**config.mk**
```make
export PLATFORM = sky130hd
export DESIGN_NAME = fifo_rw_ctrl
export DESIGN_NICKNAME = d
export VERILOG_FILES = /design/src/rtl/fifo_rw_ctrl.sv
export SDC_FILE = /design/constraint.sdc
export NUM_CORES = 1
export LEC_CHECK = 0
export ABC_AREA = 1
export CORE_MARGIN = 2
export CORE_UTILIZATION = 40
export DETAILED_ROUTE_END_ITERATION = 7
export MAX_ROUTING_LAYER = met4
export SYNTH_ARGS = -nofsm -noshare
export SYNTH_HDL_FRONTEND = slang
export SYNTH_SLANG_ARGS = --single-unit
```
**constraint.sdc**
```tcl
create_clock -name sys_clk -period 3.2 [get_ports sys_clk]
set_input_delay 0.64 -clock sys_clk [delete_from_list [all_inputs] [get_ports sys_clk]]
set_output_delay 0.64 -clock sys_clk [all_outputs]
set_load 0.01 [all_outputs]
```
**src/rtl/fifo_rw_ctrl.sv**
```systemverilog
// Write/read traffic master for a single-clock FIFO: fills it with a byte ramp, pauses, drains it.
// Define FIFO_CHECK_EN to compare returned read data against the ramp (err / err_cnt).
module fifo_rw_ctrl #(
    parameter int unsigned DATA_W    = 8,
    parameter int unsigned DEPTH     = 256,
    parameter int unsigned USEDW_W   = 8,
    parameter int unsigned PAUSE_CYC = 4
) (
    input  logic               sys_clk,
    input  logic               sys_rst_n,
    input  logic               start,
    input  logic               fifo_full,
    input  logic               fifo_empty,
    input  logic [USEDW_W-1:0] fifo_usedw,
    input  logic [DATA_W-1:0]  fifo_q,
    output logic               wr_req,
    output logic [DATA_W-1:0]  wr_data,
    output logic               rd_req,
    output logic               busy,
    output logic [15:0]        pass_cnt,
    output logic               err,
    output logic [7:0]         err_cnt
);

    localparam int unsigned CNT_W   = $clog2(DEPTH + 1);
    localparam int unsigned PAUSE_W = (PAUSE_CYC > 1) ? $clog2(PAUSE_CYC) : 1;
    localparam logic [CNT_W-1:0]   CNT_LAST   = CNT_W'(DEPTH);
    localparam logic [PAUSE_W-1:0] PAUSE_LAST = PAUSE_W'(PAUSE_CYC - 1);

    typedef enum logic [2:0] {StIdle, StFill, StWaitW, StDrain, StWaitR, StFlush} state_e;

    state_e              r_state, w_state_d;
    logic                r_wr_req, w_wr_req_d;
    logic [DATA_W-1:0]   r_wr_data, w_wr_data_d;
    logic                r_rd_req, w_rd_req_d;
    logic [CNT_W-1:0]    r_wr_cnt, w_wr_cnt_d;
    logic [CNT_W-1:0]    r_rd_cnt, w_rd_cnt_d;
    logic [PAUSE_W-1:0]  r_pause, w_pause_d;
    logic [15:0]         r_pass_cnt;
    logic                w_pass_inc;

    // Usedw is status only; it never steers the sequencing.
    logic w_unused;
    assign w_unused = ^{fifo_usedw, fifo_q};

    // Counters hold the number of requests already issued, including the one being registered.
    always_comb begin
        w_state_d   = r_state;
        w_wr_req_d  = 1'b0;
        w_wr_data_d = r_wr_data;
        w_rd_req_d  = 1'b0;
        w_wr_cnt_d  = r_wr_cnt;
        w_rd_cnt_d  = r_rd_cnt;
        w_pause_d   = r_pause;
        w_pass_inc  = 1'b0;
        unique case (r_state)
            StIdle: begin
                if (start && fifo_empty) begin
                    w_state_d   = StFill;
                    w_wr_req_d  = 1'b1;
                    w_wr_data_d = '0;
                    w_wr_cnt_d  = CNT_W'(1);
                end else if (start) begin
                    w_state_d  = StFlush;
                    w_rd_req_d = 1'b1;
                end
            end
            StFill: begin
                if (fifo_full || (r_wr_cnt == CNT_LAST)) begin
                    w_state_d = StWaitW;
                    w_pause_d = '0;
                end else begin
                    w_wr_req_d  = 1'b1;
                    w_wr_data_d = DATA_W'(r_wr_cnt);
                    w_wr_cnt_d  = r_wr_cnt + CNT_W'(1);
                end
            end
            StWaitW: begin
                if (r_pause == PAUSE_LAST) begin
                    w_state_d  = StDrain;
                    w_rd_req_d = ~fifo_empty;
                    w_rd_cnt_d = fifo_empty ? '0 : CNT_W'(1);
                end else begin
                    w_pause_d = r_pause + PAUSE_W'(1);
                end
            end
            StDrain: begin
                if (fifo_empty || (r_rd_cnt == CNT_LAST)) begin
                    w_state_d = StWaitR;
                    w_pause_d = '0;
                end else begin
                    w_rd_req_d = 1'b1;
                    w_rd_cnt_d = r_rd_cnt + CNT_W'(1);
                end
            end
            StWaitR: begin
                if (r_pause == PAUSE_LAST) begin
                    w_pass_inc = 1'b1;
                    if (start) begin
                        w_state_d   = StFill;
                        w_wr_req_d  = 1'b1;
                        w_wr_data_d = '0;
                        w_wr_cnt_d  = CNT_W'(1);
                    end else begin
                        w_state_d = StIdle;
                    end
                end else begin
                    w_pause_d = r_pause + PAUSE_W'(1);
                end
            end
            StFlush: begin
                if (fifo_empty) begin
                    w_state_d = StIdle;
                end else begin
                    w_rd_req_d = 1'b1;
                end
            end
            default: w_state_d = StIdle;
        endcase
    end

    always_ff @(posedge sys_clk or negedge sys_rst_n) begin
        if (!sys_rst_n) begin
            r_state    <= StIdle;
            r_wr_req   <= 1'b0;
            r_wr_data  <= '0;
            r_rd_req   <= 1'b0;
            r_wr_cnt   <= '0;
            r_rd_cnt   <= '0;
            r_pause    <= '0;
            r_pass_cnt <= '0;
        end else begin
            r_state   <= w_state_d;
            r_wr_req  <= w_wr_req_d;
            r_wr_data <= w_wr_data_d;
            r_rd_req  <= w_rd_req_d;
            r_wr_cnt  <= w_wr_cnt_d;
            r_rd_cnt  <= w_rd_cnt_d;
            r_pause   <= w_pause_d;
            if (w_pass_inc) begin
                r_pass_cnt <= r_pass_cnt + 16'd1;
            end
        end
    end

`ifdef FIFO_CHECK_EN
    logic              r_rd_vld;
    logic [DATA_W-1:0] r_exp_cnt;
    logic              r_err;
    logic [7:0]        r_err_cnt;
    logic              w_chk_act;

    // Read data arrives one cycle after the registered request; flush data is never checked.
    assign w_chk_act = r_rd_vld && ((r_state == StDrain) || (r_state == StWaitR));

    always_ff @(posedge sys_clk or negedge sys_rst_n) begin
        if (!sys_rst_n) begin
            r_rd_vld  <= 1'b0;
            r_exp_cnt <= '0;
            r_err     <= 1'b0;
            r_err_cnt <= '0;
        end else begin
            r_rd_vld <= r_rd_req;
            if (r_state == StWaitW) begin
                r_exp_cnt <= '0;
            end else if (w_chk_act) begin
                r_exp_cnt <= r_exp_cnt + DATA_W'(1);
                if (fifo_q != r_exp_cnt) begin
                    r_err <= 1'b1;
                    if (r_err_cnt != 8'hFF) begin
                        r_err_cnt <= r_err_cnt + 8'd1;
                    end
                end
            end
        end
    end

    assign err     = r_err;
    assign err_cnt = r_err_cnt;
`else
    assign err     = 1'b0;
    assign err_cnt = 8'h00;
`endif

    assign wr_req   = r_wr_req;
    assign wr_data  = r_wr_data;
    assign rd_req   = r_rd_req;
    assign busy     = (r_state != StIdle);
    assign pass_cnt = r_pass_cnt;

endmodule

```
# Word level (Yosys, flattened, before mapping)
# Cells that the tools add are included.
# word_totals
ff_bits	49
input_bits	21
latchBits	0
rom_bits	0
out_inout_bits	36
word_cells	84
n_memories	0
ram_bits	0
# classes
n_reduce_logical	13
n_bitwise	1
div_mod_pow	0
add_sub_neg	4
n_mul	0
shift	0
n_eq_ne	19
order_cmp	0
muxes	39
# op_table
op	n
$mux W9	6
$mux W8	4
$pmux W9 S3	1
$pmux W8 S3	1
$mux W3	7
$ne A2 B2 Y1 const B	10
$add A9 B1 Y9 const B	2
$eq A9 B9 Y1 const B	2
$pmux W3 S6	1
$pmux W9 S2	1
$add A16 B1 Y16 const B	1
$mux W1	12
$reduce_bool A3 Y1	3
$eq A3 B2 Y1 const B	2
$eq A3 B3 Y1 const B	2
$mux W2	3
$pmux W2 S3	1
$reduce_and A6 Y1	1
$reduce_and A5 Y1	1
$pmux W1 S4	1
$reduce_and A4 Y1	1
$eq A3 B1 Y1 const B	1
$logic_not A3 Y1	1
$ne A3 B3 Y1 const B	1
9 further kinds	10

# Logic depth before layout (Yosys ltp)
# logic_depth
ltp_word	4
depth_mapped	11
mapped_depth_nobuf	10

# Worst setup path after synthesis
# No wires, ideal clock.
# synth_timing
path_type	register to register
start	register r_state[0]
end	register r_wr_cnt[5]
synth_period_minus_slack_ps	1444
path_stages_with_launch	8
setup_slack_ps	1756
setup_time_ps	117
arrival_ps	1327
required_time_ps	3083
n_path_buf	1
path_cell_list	dfrtp_1 > nor2_4 > nand2_1 > o22ai_4 > nor2_8 > buf_6 > nand2_1 > nand2_1
# synth_between
elab_chain_cells	3
word_cells_on_any_way	10
cone_classes	6 x eq/ne; 1 x mux; 3 x reduce/logical
# synth_rtl
item	line_no	text
from (decl)	32	state_e r_state, w_state_d;
from (signal assigned)	124	r_state <= StIdle;
from (signal assigned)	133	r_state <= w_state_d;
$eq A3 B1 Y1, or another cell as far along	56	unique case (r_state)
$ne A2 B2 Y1 (no source line) / $reduce_bool A3 Y1 (equally long branches)	--	
$reduce_and A5 Y1 (no source line)	--	
to (signal assigned)	137	r_wr_cnt <= w_wr_cnt_d;
to (decl)	36	logic [CNT_W-1:0] r_wr_cnt, w_wr_cnt_d;
# Several ways; a longest one is shown, not always the timed one.
# A chain may end at the register's enable or synchronous reset.

# Worst setup path in the final report
# layout_timing
start	register r_state[0]
end	output port busy
# layout_between
elab_chain_cells	1
# layout_rtl
item	line_no	text
$reduce_bool A3 Y1	188	assign busy = (r_state != StIdle);
to (decl)	19	output logic busy,
# No other way between the ends.

==> metrics.txt <==
final slew viol count=0; DRC viols=0; hold crit path type=primary input to asynchronous set/reset pin; area leader, netlist=dfrtp_1; Worst R2R Setup Slack=about 1.4 ns; Final Hold Viols=0; final net count=roughly 450; Tot GR Track Use=0.162; post-route antenna net violation count=0; switching share of power=0.379; GPL Wtd Cong=roughly 0.86; RSZ-0062 raised after global routing=false; syn avg cell area=7.38 µm²; synth unique cells=29; initial antenna violation count=0; IO Pins=57; DRT iter0 DRCs=around 120; first-pass GRT wire length=9870 µm; critical path class=register to output port; Setup crit start kind=register; setup tns final=0 ns; list of most frequent post-synthesis cells=nand2_1, dfrtp_1, inv_1; Pleak=1.69 nW; pre-CTS setup slack=approximately 1.1 ns; clock power share=0.230; Area Overhead vs Synth=16.4%; worst path buffer plus inverter count=1; Post-synth EDFFs=0; hold slack=0.321 ns; Routed wire per std cell=10.8 µm; status=finished, final reports clean; P per Cell Area=between 500 and 600 mW/mm²; Tcrit/Tclk final=0.709; Comb pwr share=0.340; via count=2,423; Internal=around 1.2 mW; Die H=between 80 and 90 µm; total grt overflow=0; Hold-fix buffers, CTS=0; share of cells above drive strength 1=0.0703; Post-Syn Area=0.00289 mm²; Slowest-stage cell, CP=clkdlybuf4s50_1; DIE AREA=~0.008 mm²; critical path's largest stage delay=around 0.50 ns; Final Setup Violations=0; first-pass iteration count of the detailed router=4; crit path cell chain=nor2_4 > nand2_1 > clkdlybuf4s50_1; slack of the critical path=0.931 ns; H-tree depth=2; top cell type's share of synthesized area=0.424; CORE AREA=slightly below 0.007 mm²; Post-CTS Resized=0; VDD IR-drop max=between 0.3 and 0.4 mV; CP max FO=6; setup bufs post-CTS=0; Synth area leaders=dfrtp_1, nand2_1, inv_1, nand3_1, nor2_1; CTS tree=done; number of I/O port buffers=31; Yosys warnings=0; Worst-Skew Late Latency=approximately 0.30 ns; fillers=692; Core Rows=30; die width=89.0 µm; Worst slew margin=0.622; Least-Margin Pin Slew=around 0.57 ns; clock buffer depth=2; Seq pwr share=0.431; final wirelength=~5700 µm; FF+latch count, synth=slightly below 50; switching pwr=roughly 0.76 mW; vias in the first global route=between 2k and 2.5k; Clock Sink Count=49; Via density=4.63; Arrival @ worst endpoint=roughly 1.6 ns; final critical-path required period=2.27 ns; Synth async-reset ratio=1.00; max_cap viols=0; TritonCTS Buffers=5; clock slew at reported path FFs=0.09 ns; fmax=roughly 0.44 GHz; Req. time, crit path=2.56 ns; Top FF cell, synth=dfrtp_1; Initial Utilization=0.419; count leader, synth=nand2_1; post-DP HPWL=about 4100 µm; CP delay by family, top=buffers and inverters; Clock Skew=a little under 0.009 ns; Inserted Diodes=0; Seq/Total Area, Yosys=0.424; largest net degree at the start of global routing=28; Mapped Cells=~390; CP Capture Type=output port; total power=between 2 and 2.5 mW; CTS Root Cell=clkbuf_8
-- registers in the layout (all words and copies together), names as in the netlist --
signal,cells
r_wr_cnt,9
wr_data,8
pass_cnt,16
r_rd_cnt,9
wr_req,1
r_pause,2
rd_req,1
r_state,3
-- worst reg2reg max path: stages (launching register included) --
cell and delay (ns):
dfrtp_1 0.48, nor2_4 0.21, nand3_2 0.32, o22ai_4 0.32, inv_2 0.05, nand2_1 0.20, nand2_1 0.08, nand2_1 0.07
-- cell usage in the layout, fill, tap and decap left out, types with 4 or more instances in the layout --
cell / Yosys / routed
o21ai_0: 7 / 7
conb_1: 1 / 9
nand3_2: 4 / 4
xor2_1: 5 / 5
inv_2: 7 / 7
nand2_1: 153 / 153
clkbuf_8: 0 / 6
inv_1: 42 / 42
nand4_1: 10 / 10
dfrtp_1: 49 / 49
ha_1: 6 / 6
xnor2_1: 7 / 7
nand3_1: 30 / 30
clkdlybuf4s50_1: 0 / 30
nor2_1: 28 / 28
nor3_1: 7 / 7
o21ai_1: 7 / 7
-- final cells by class --
class	instances	area, µm²	share of cell area
Clock inverter	1	30.0	0.00892
Timing Repair Buffer	32	313	0.0929
Tap cell	96	120	0.0357
Inverter	49	184	0.0546
Clock buffer	7	86.3	0.0257
Sequential cell	49	1230	0.364
Multi-Input combinational cell	289	1410	0.418
-- routing by layer --
layer | GRT usage | part of all wire | wire length, µm | vias to the layer above
met5 | - | 0 | 0 | -
met4 | 0.0407 | 0.012 | 67 | 0
met3 | 0.0323 | 0.037 | 209 | 5
met2 | 0.252 | 0.44 | 2510 | 48
met1 | 0.219 | 0.51 | 2890 | 1086
li1 | - | - | - | 1284
-- power by group through the flow --
stage          combinational (mW)  clock [mW]  sequential (mW)
6_report                    0.681       0.461            0.864
2_1_floorplan               0.520           0            0.858
3_5_place_dp                0.691           0            0.874
5_1_grt                     0.794       0.498            0.885
3_3_place_gp                0.675           0            0.872
4_1_cts                     0.692       0.480            0.863
-- kinds of logic (layout without fill, tap and decap cells) --
logic type	Yosys count	count (layout)	share of synthesized area
AND/OR/NAND/NOR	244	244	0.375
buffers and inverters	62	89	0.100
flip-flops	49	49	0.424
AO/OA/AOI/OAI	18	18	0.0372
XOR/XNOR	12	12	0.0363
adder cells (fa/ha/maj)	6	6	0.0260
other	1	9	0.00130
-- stage by stage --
step / instances / area [µm²] / utilization
floorplan: 400 / 2920 / -
global placement: 515 / 3250 / 0.470
detailed placement: 515 / 3250 / 0.470
CTS: 523 / 3370 / 0.487
global route: 523 / 3370 / 0.487
finish: 523 / 3370 / 0.487
-- worst paths after layout --
path / start / endpoint / cells after the start
min in group sys_clk: wr_data[5]$_DFFE_PN0P_ / wr_data[5]$_DFFE_PN0P_ / 2
max in group asynchronous: sys_rst_n / r_wr_cnt[5]$_DFFE_PN0P_ / 2
setup / recovery: r_state[0]$_DFFE_PN0P_ / busy / 3
hold / removal: sys_rst_n / rd_req$_DFF_PN0_ / 1
setup reg to reg: r_state[0]$_DFFE_PN0P_ / r_wr_cnt[0]$_DFFE_PN0P_ / 7
hold reg to reg: wr_data[5]$_DFFE_PN0P_ / wr_data[5]$_DFFE_PN0P_ / 2
(Power assumes the default switching activity.)
